**config.mk**
```make
export PLATFORM = sky130hd
export DESIGN_NAME = alu_share_arbiter
export DESIGN_NICKNAME = d
export VERILOG_FILES = /design/src/rtl/alu_share_arbiter.sv
export SDC_FILE = /design/constraint.sdc
export NUM_CORES = 1
export LEC_CHECK = 0
export ABC_AREA = 1
export ABC_CLOCK_PERIOD_IN_PS = 2550
export BUFFER_PORTS_ARGS = -buffer_cell sky130_fd_sc_hd__buf_2
export CORE_AREA = 2 2 82 84
export DETAILED_ROUTE_END_ITERATION = 6
export DIE_AREA = 0 0 84 86
export PLACE_DENSITY = 0.84
export SYNTH_ARGS = -nofsm -noshare
export SYNTH_HDL_FRONTEND = slang
export SYNTH_SLANG_ARGS = --single-unit
```
**constraint.sdc**
```tcl
create_clock -name clk -period 2.55 [get_ports clk]
set_input_delay 0.255 -clock clk [delete_from_list [all_inputs] [get_ports clk]]
set_output_delay 0.255 -clock clk [all_outputs]
set_load 0.05 [all_outputs]
```
**src/rtl/alu_share_arbiter.sv**
```systemverilog
// Round-robin arbiter sharing one 8-bit logic/add/sub engine between two requesters,
// with a tagged, backpressured response channel and a saturating completion counter.
module alu_share_arbiter #(
  parameter int CNT_W      = 16,
  parameter bit FIRST_PRIO = 1'b0
) (
  input  logic             clk,
  input  logic             rst,
  input  logic             req0_valid,
  output logic             req0_ready,
  input  logic [7:0]       req0_a,
  input  logic [7:0]       req0_b,
  input  logic [2:0]       req0_op,
  input  logic             req1_valid,
  output logic             req1_ready,
  input  logic [7:0]       req1_a,
  input  logic [7:0]       req1_b,
  input  logic [2:0]       req1_op,
  output logic             resp_valid,
  input  logic             resp_ready,
  output logic             resp_id,
  output logic [7:0]       resp_data,
  output logic             resp_zero,
  output logic             resp_err,
  output logic             busy,
  output logic [CNT_W-1:0] op_count
);

  typedef enum logic [1:0] {IDLE, EXEC, RESP} state_t;

  state_t     state, state_nxt;
  logic       last_grant;
  logic       open_win, gnt_id, accept;
  logic [7:0] a_p0, b_p0, eng_p0;
  logic [2:0] op_p0;
  logic       id_p0;

  function automatic logic [7:0] alu_eval(input logic [7:0] a, input logic [7:0] b,
                                          input logic [2:0] op);
    case (op)
      3'b000:  alu_eval = a | b;
      3'b001:  alu_eval = ~(a & b);
      3'b010:  alu_eval = ~(a | b);
      3'b011:  alu_eval = a & b;
      3'b100:  alu_eval = a + b;
      3'b101:  alu_eval = a - b;
      default: alu_eval = 8'h00;
    endcase
  endfunction

  function automatic logic [CNT_W-1:0] sat_inc(input logic [CNT_W-1:0] cnt);
    if (&cnt) sat_inc = cnt;
    else      sat_inc = cnt + {{(CNT_W-1){1'b0}}, 1'b1};
  endfunction

  // Accept window and grant: alternate only when both requesters contend
  always_comb begin
    open_win   = !rst && ((state == IDLE) || ((state == RESP) && resp_ready));
    gnt_id     = (req0_valid && req1_valid) ? ~last_grant : req1_valid;
    accept     = open_win && (req0_valid || req1_valid);
    req0_ready = accept && !gnt_id;
    req1_ready = accept && gnt_id;
  end

  always_comb begin
    state_nxt = state;
    case (state)
      IDLE:    if (accept) state_nxt = EXEC;
      EXEC:    state_nxt = RESP;
      RESP:    if (resp_ready) state_nxt = accept ? EXEC : IDLE;
      default: state_nxt = IDLE;
    endcase
  end

  assign resp_valid = (state == RESP);
  assign busy       = (state != IDLE);

  // Stage p0: operands latched on acceptance, driven to the engine
  always_ff @(posedge clk) begin
    if (accept) begin
      a_p0  <= gnt_id ? req1_a  : req0_a;
      b_p0  <= gnt_id ? req1_b  : req0_b;
      op_p0 <= gnt_id ? req1_op : req0_op;
      id_p0 <= gnt_id;
    end
  end

  assign eng_p0 = alu_eval(a_p0, b_p0, op_p0);

  // Stage p1: engine result registered into the response, held through RESP
  always_ff @(posedge clk) begin
    if (rst) begin
      state      <= IDLE;
      last_grant <= ~FIRST_PRIO;
      resp_id    <= 1'b0;
      resp_data  <= 8'h00;
      resp_zero  <= 1'b0;
      resp_err   <= 1'b0;
      op_count   <= '0;
    end else begin
      state <= state_nxt;
      if (accept) last_grant <= gnt_id;
      if (state == EXEC) begin
        resp_id   <= id_p0;
        resp_data <= eng_p0;
        resp_zero <= (eng_p0 == 8'h00);
        resp_err  <= op_p0[2] & op_p0[1];
      end
      if (resp_valid && resp_ready) op_count <= sat_inc(op_count);
    end
  end

endmodule

```
==> results.sh, run 1 <==
export IMPL_status="complete, no violations"
export IMPL_drc=0
export IMPL_power_leakage_nw=1.95
export IMPL_cp_required_ns=2.80
export IMPL_ios=74
export IMPL_hold_viol_final=0
export IMPL_die_area_um2=7220
export IMPL_synth_seq_cells=50
export IMPL_grt_usage_pct=21.2
export IMPL_grt_overflow_total=0
export IMPL_worstHoldPathCells=3
export IMPL_synth_seq_area_share_pct=38.5
export IMPL_fin_crit_ns=2.41
export IMPL_h_tree_depth=2
export IMPL_cts_tree="done"
export IMPL_fmax_mhz=415
export IMPL_worstMarginPinSlew_ns=0.651
export IMPL_min_path_type="primary input to flip-flop"
export IMPL_yosysWarnings=0
export IMPL_antenna_found_initial=0
export IMPL_fin_crit_sh_pct=94.6
export IMPL_cts_buffers=5
export IMPL_slew_viol_final=0
export IMPL_drtAntennaViolNets=0
export IMPL_n_antenna_cell=0
export IMPL_drv_cap=0
export IMPL_die_w_um=84
export IMPL_final_layout_size_suffix_gt1_share_pct=19.7
export IMPL_reg2reg_to="resp_zero"
export IMPL_r2r_slack_ns=0.14
export IMPL_clock_skew_ns=0.00905
export IMPL_hold_end="state[0]"
export IMPL_relSlewSlack_pct=56.3
export IMPL_cp_arrival_ns=2.66
export IMPL_start_util_pct=49.7
export IMPL_grt_pass1_wl_mm=12.5
export IMPL_clkSinkCount=50
export IMPL_cp_max_fo=3
export IMPL_end_kind="flip-flop"
export IMPL_worst_setup_path_start_kind="flip-flop"
export IMPL_first_global_vias=2802
export IMPL_mostFrequentLayoutCell="nand2_1"
export IMPL_irDropWorstVdd_uv=285
export IMPL_rows=29
export IMPL_fp_dieH_um=86
export IMPL_gp_congestion=0.898
export IMPL_power_w=0.00208
export IMPL_cts_root_buf="clkbuf_8"
export IMPL_yosys_cell_types_count=29
export IMPL_path_class="flip-flop to flip-flop"
export IMPL_wire_per_inst_um=12.4
export IMPL_dpl_hpwl_mm=6.10
export IMPL_utilization_pct=60.0
export IMPL_synth_fp_nets=521
export IMPL_rsz0062_at_grt="yes"
export IMPL_clk_pin_slew_ns=0.10
export IMPL_fp_coreArea_um2=6280
export IMPL_vias_per_cell=5.11
export IMPL_min_from="req0_valid"
export IMPL_setup_violations=0
export IMPL_portBuffers=73
export IMPL_final_nets=601
export IMPL_final_cell_mix="nand2_1 (150), buf_2 (73), inv_1 (61)"
export IMPL_reg2reg_from="b_p0[0]"
export IMPL_routed_wl_mm=7.77
export IMPL_synth_cells=466
export IMPL_vias=3186
export IMPL_insertion_delay_ns=0.31
export IMPL_synth_area_um2=3120
export IMPL_grt_start_max_net_pins=23
export IMPL_cts_hold_buf=0
export IMPL_clockBufferDepth=2
export IMPL_powerDensity_nw_per_um2=553
export IMPL_firstDrtPassIters=6
export IMPL_timing_hold_ws_ns=0.202
export IMPL_syn2layout_area_growth_pct=20.7
export IMPL_reg2regPathDepth=19
export IMPL_drt_iter0_markers=171
export IMPL_avgSynthCellArea_um2=6.69
-- metrics by stage --
step | setup WS [ns] | TNS [ns] | cell area, µm² | cells
final | 0.138 | 0 | 3760 | 624
after global routing | -0.108 | -0.140 | 3760 | 624
after CTS | 0.0162 | 0 | 3700 | 621
after detailed placement | 0.0317 | 0 | 3590 | 613
after global placement | 0.133 | 0 | 3590 | 613
after floorplan | 0.0576 | 0 | 3120 | 466
-- worst max-delay path by stage --
stage	from	end	slack, ns	cells past startpoint
3_5_place_dp	op_p0[1]	resp_zero	0.03	16
4_1_cts	op_p0[1]	resp_zero	0.02	16
3_3_place_gp	op_p0[1]	resp_data[6]	0.13	17
6_report	b_p0[0]	resp_zero	0.14	19
2_1_floorplan	state[1]	req0_ready	0.06	7
5_1_grt	b_p0[1]	resp_zero	-0.11	19
-- cells in the mapped netlist (all sizes together) --
cell type	instances	share of area, %
xor2	6	1.7
o211a	1	0.32
o31ai	1	0.24
nor3	14	2.2
o211ai	3	0.72
clkbuf	7	0.84
nor2	56	6.7
nand2	157	19
ha	11	4.4
a211oi	2	0.48
nand3b	3	0.72
edfxtp	20	19
o21ai	27	4.3
nand3	28	4.8
xnor2	5	1.4
buf	1	0.16
nor4	4	0.80
and3	1	0.20
a21oi	18	2.9
nor3b	1	0.24
inv	66	7.9
fa	1	0.64
o21bai	1	0.24
nand4	2	0.40
dfxtp	30	19
-- area by class of cell --
cell class                 count  area [µm²]
sequential                    50        1200
inverter                      66         248
clock buffer                   5        68.8
clock inverter                 3        47.5
timing repair buffer          81         425
fill                         572        2510
multi-input combinational    342        1680
tap                           77        96.3
-- state kept, by name (all words and copies together) (netlist names) --
name and count:
resp_data 8, resp_zero 1, last_grant 1, a_p0 8
id_p0 1, resp_err 1, state 2, op_p0 3
resp_id 1, op_count 16, b_p0 8
-- logic make-up (layout without fill, tap and decap cells) --
kind of cell	Yosys count	after routing	share of synthesized area [%]
AND/OR/NAND/NOR	266	266	35.2
XOR/XNOR	11	11	3.09
AO/OA/AOI/OAI	53	53	9.23
adder cells (fa/ha/maj)	12	12	5.06
buffers and inverters	74	155	8.95
flip-flops	50	50	38.5
-- power by group --
part	switching [W]	internal (W)	total (W)	leakage, nW
Sequential	0.0000418	0.000886	0.000928	0.434
Clock	0.000287	0.000300	0.000587	0.0606
Combinational	0.000373	0.000195	0.000568	1.46
-- routing by layer --
layer	up-vias	routed length (µm)	global-route usage, %	share of wire, %
met4	0	130	7.18	1.7
met2	111	3740	37.1	48
li1	1643	-	-	-
met1	1418	3540	27.2	46
met3	14	360	2.89	4.6
met5	-	0	0	0
-- timing repair --
| item | in CTS | in global routing |
|---|---|---|
| setup buffers | 0 | 3 |
| setup endpoints to repair | 0 | 6 |
| hold endpoints to repair | 0 | 0 |
| gates resized for setup | 0 | 16 |
-- worst max-delay path, cell delays in order (launching register included) --
cell and delay, ns:
edfxtp_1 0.44, inv_2 0.09, ha_1 0.14, inv_1 0.05
nor3_2 0.14, nand2_1 0.07, nand2_1 0.07, xor2_1 0.16
ha_1 0.30, nand2_2 0.10, inv_1 0.05, nand2_2 0.06
nand2_1 0.05, a21oi_1 0.10, nand3_1 0.07, nand3_1 0.08
nand2_2 0.06, nor2_2 0.10, nand3_1 0.08, a21oi_2 0.12
Note: power is estimated with default switching activity, not from simulation.
==> inputs of run 2 (changes only) <==
--- a/config.mk
+++ b/config.mk
@@ -5,12 +5,12 @@
 export SDC_FILE = /design/constraint.sdc
 export NUM_CORES = 1
 export LEC_CHECK = 0
-export ABC_AREA = 1
 export ABC_CLOCK_PERIOD_IN_PS = 2550
 export BUFFER_PORTS_ARGS = -buffer_cell sky130_fd_sc_hd__buf_2
-export CORE_AREA = 2 2 82 84
+export CORE_AREA = 4 4 82 84
 export DETAILED_ROUTE_END_ITERATION = 6
-export DIE_AREA = 0 0 84 86
+export DIE_AREA = 0 0 86 88
+export GPL_ROUTABILITY_DRIVEN = 1
 export PLACE_DENSITY = 0.84
 export SYNTH_ARGS = -nofsm -noshare
 export SYNTH_HDL_FRONTEND = slang
==> run 2 against run 1 <==
  * The flow now finishes with violations (setup timing)
  * Register-to-register slack worse by 0.20 ns
  * Synthesized cell count is 35% lower
  * Via count is 21% lower
  * Clock skew is 0.0015 ns higher
  * Sequential share of layout area is 0.096 points higher
  * Critical path depth is 7 lower
  * Combinational power is 3% higher
  * Clock-buffer cell count stayed put
==> results.sh, run 2 <==
export IMPL_cp_arrival_ns=2.81
export IMPL_finalSetupTns_ns=-0.119
export IMPL_final_nets=458
export IMPL_status="finished with violations"
export IMPL_path_class="flip-flop to flip-flop"
export IMPL_clock_skew_ns=0.0106
export IMPL_timing_hold_ws_ns=0.227
export IMPL_clkSinkCount=50
export IMPL_failed_checks="setup timing"
export IMPL_start_util_pct=48.9
export IMPL_synth_seq_cells=50
export IMPL_end_kind="flip-flop"
export IMPL_setup_violations=2
export IMPL_placed_area_um2=3420
export IMPL_syn2layout_area_growth_pct=29.7
export IMPL_largest_reg_flops=16
export IMPL_fp_dieH_um=88
export IMPL_worstMarginPinSlew_ns=0.303
export IMPL_gp_congestion=0.959
export IMPL_synth_area_um2=2890
export IMPL_cp_required_ns=2.75
export IMPL_yosys_cell_types_count=53
export IMPL_fp_coreArea_um2=5920
export IMPL_wire_per_inst_um=14.0
export IMPL_cts_tree="done"
export IMPL_mostFrequentLayoutCell="buf_2"
export IMPL_avgSynthCellArea_um2=9.55
export IMPL_routed_wl_mm=6.70
export IMPL_clk_pin_slew_ns=0.10
export IMPL_fin_crit_sh_pct=102
export IMPL_hold_viol_final=0
export IMPL_rows=28
export IMPL_drtAntennaViolNets=0
export IMPL_drv_cap=0
export IMPL_h_tree_depth=2
export IMPL_fin_area_um2=3750
export IMPL_vias=2522
export IMPL_min_path_type="primary input to flip-flop"
export IMPL_synthTopCellsByCount="nor2_1 (41), dfxtp_1 (30), edfxtp_1 (20), mux2_2 (19), a21oi_1 (18)"
export IMPL_largest_register="op_count"
export IMPL_setup_ws_ns=-0.0595
export IMPL_final_layout_size_suffix_gt1_share_pct=41.1
export IMPL_cts_root_buf="clkbuf_8"
export IMPL_first_global_vias=2368
export IMPL_grt_overflow_total=0
export IMPL_slew_viol_final=0
export IMPL_grt_pass1_wl_mm=10.8
export IMPL_cp_max_fo=3
export IMPL_worst_setup_path_start_kind="flip-flop"
export IMPL_synth_edff_count=20
export IMPL_dpl_hpwl_mm=4.94
export IMPL_grt_start_max_net_pins=31
export IMPL_fillers=460
export IMPL_powerDensity_nw_per_um2=531
export IMPL_rsz0062_at_grt="yes"
export IMPL_synth_fp_nets=358
export IMPL_grt_usage_pct=17.9
export IMPL_fmax_mhz=383
export IMPL_cts_buffers=5
export IMPL_antenna_found_initial=0
export IMPL_synth_top_area_share_pct=20.8
export IMPL_fin_crit_ns=2.61
export IMPL_die_w_um=86
export IMPL_firstDrtPassIters=4
export IMPL_ys_flop_type="dfxtp_1"
export IMPL_power_w=0.00199
export IMPL_final_cell_mix="buf_2 (73), nor2_1 (39), dfxtp_1 (30), buf_4 (30), edfxtp_1 (20)"
export IMPL_yosys_top_cells_area="dfxtp_1 (21%), edfxtp_1 (21%), mux2_2 (7.4%)"
export IMPL_drt_iter0_markers=121
export IMPL_final_seq_area_um2=1200
export IMPL_insertion_delay_ns=0.31
export IMPL_yosysWarnings=0
export IMPL_n_antenna_cell=0
export IMPL_clockBufferDepth=2
export IMPL_ios=74
export IMPL_drc=0
export IMPL_synth_seq_area_share_pct=41.5
export IMPL_portBuffers=73
export IMPL_yosysTopAreaCell="dfxtp_1"
export IMPL_vias_per_cell=5.27
export IMPL_synth_most_common_cell="nor2_1"
export IMPL_relSlewSlack_pct=79.6
export IMPL_synth_cells=303
export IMPL_async_reset_ff_share_pct=0
export IMPL_irDropWorstVdd_uv=312
export IMPL_multi_input_area_um2=1710
export IMPL_die_area_um2=7570
export IMPL_power_leakage_nw=1.64
## run 2: changes by cell type after synthesis, moves of 9 or more
cell	delta
nand2_1	-140
inv_1	-51
nand3_1	-23
mux2_2	+19
nor2_1	-15
o21ai_0	-13
or3_1	+9
## run 2: path summary, 6_finish.rpt
check,startpoint,to,slack (ns),depth (start not counted)
min,resp_ready,state[1],0.23,3
min reg2reg,resp_err,resp_err,0.46,2
max,op_p0[1],resp_data[6],-0.06,12
max reg2reg,op_p0[1],resp_data[6],-0.06,12
## run 2: layout make-up
type	count	area share, %
clock inverter	3	0.767
inverter	13	1.30
sequential	50	32.0
clock buffer	5	1.83
tap	75	2.50
multi-input combinational	229	45.6
timing repair buffer	104	16.0
## run 2: metrics by stage
stage	utilization, %	std cells	setup slack [ns]
CTS	62.3	475	0.00511
global placement	57.8	456	0.0280
floorplan	-	303	-0.0140
finish	63.4	479	-0.0595
detailed placement	57.8	456	-0.128
global route	63.4	479	-0.167
## run 2: report_power, final
group / leakage [nW] / switching [W] / internal, W / total (W)
combinational: 1.16 / 0.000323 / 0.000262 / 0.000585
sequential: 0.432 / 0.0000310 / 0.000882 / 0.000913
clock: 0.0502 / 0.000292 / 0.000204 / 0.000496
## run 2: critical path, stage by stage, from the launching register on
cell      delay [ns]
edfxtp_1        0.46
nor2b_4         0.18
and2_4          0.18
nor2_2          0.05
xnor2_2         0.13
ha_1            0.31
nor2b_1         0.15
o21ai_1         0.17
a21boi_1        0.09
o21a_1          0.20
or3_4           0.35
a31oi_4         0.16
a211oi_1        0.09
## run 2: logic make-up after synthesis
group	Yosys count	synth area share, %
adders and majority gates	12	5.45
and+or+nand+nor	117	21.1
muxes	22	8.43
AOI/OAI and AO/OA	53	12.0
xor gates and xnor gates	25	7.83
buffers and inverters	24	3.63
DFF	50	41.5
## run 2: repair_timing
| action | in CTS | in global routing |
|---|---|---|
| gates resized for setup | 18 | 8 |
| setup buffers | 11 | 4 |
| endpoints found under the setup margin | 3 | 4 |
| hold buffers | 0 | 0 |
| pin swaps | 14 | 3 |
## run 2: layer usage
metal	vias up	routed length (µm)	share of wire [%]	global-route usage, %
li1	1276	-	-	-
met3	12	376	5.6	3.01
met2	71	3310	49	31.7
met4	0	141	2.1	7.19
met5	-	0	0	0
met1	1163	2870	43	21.6
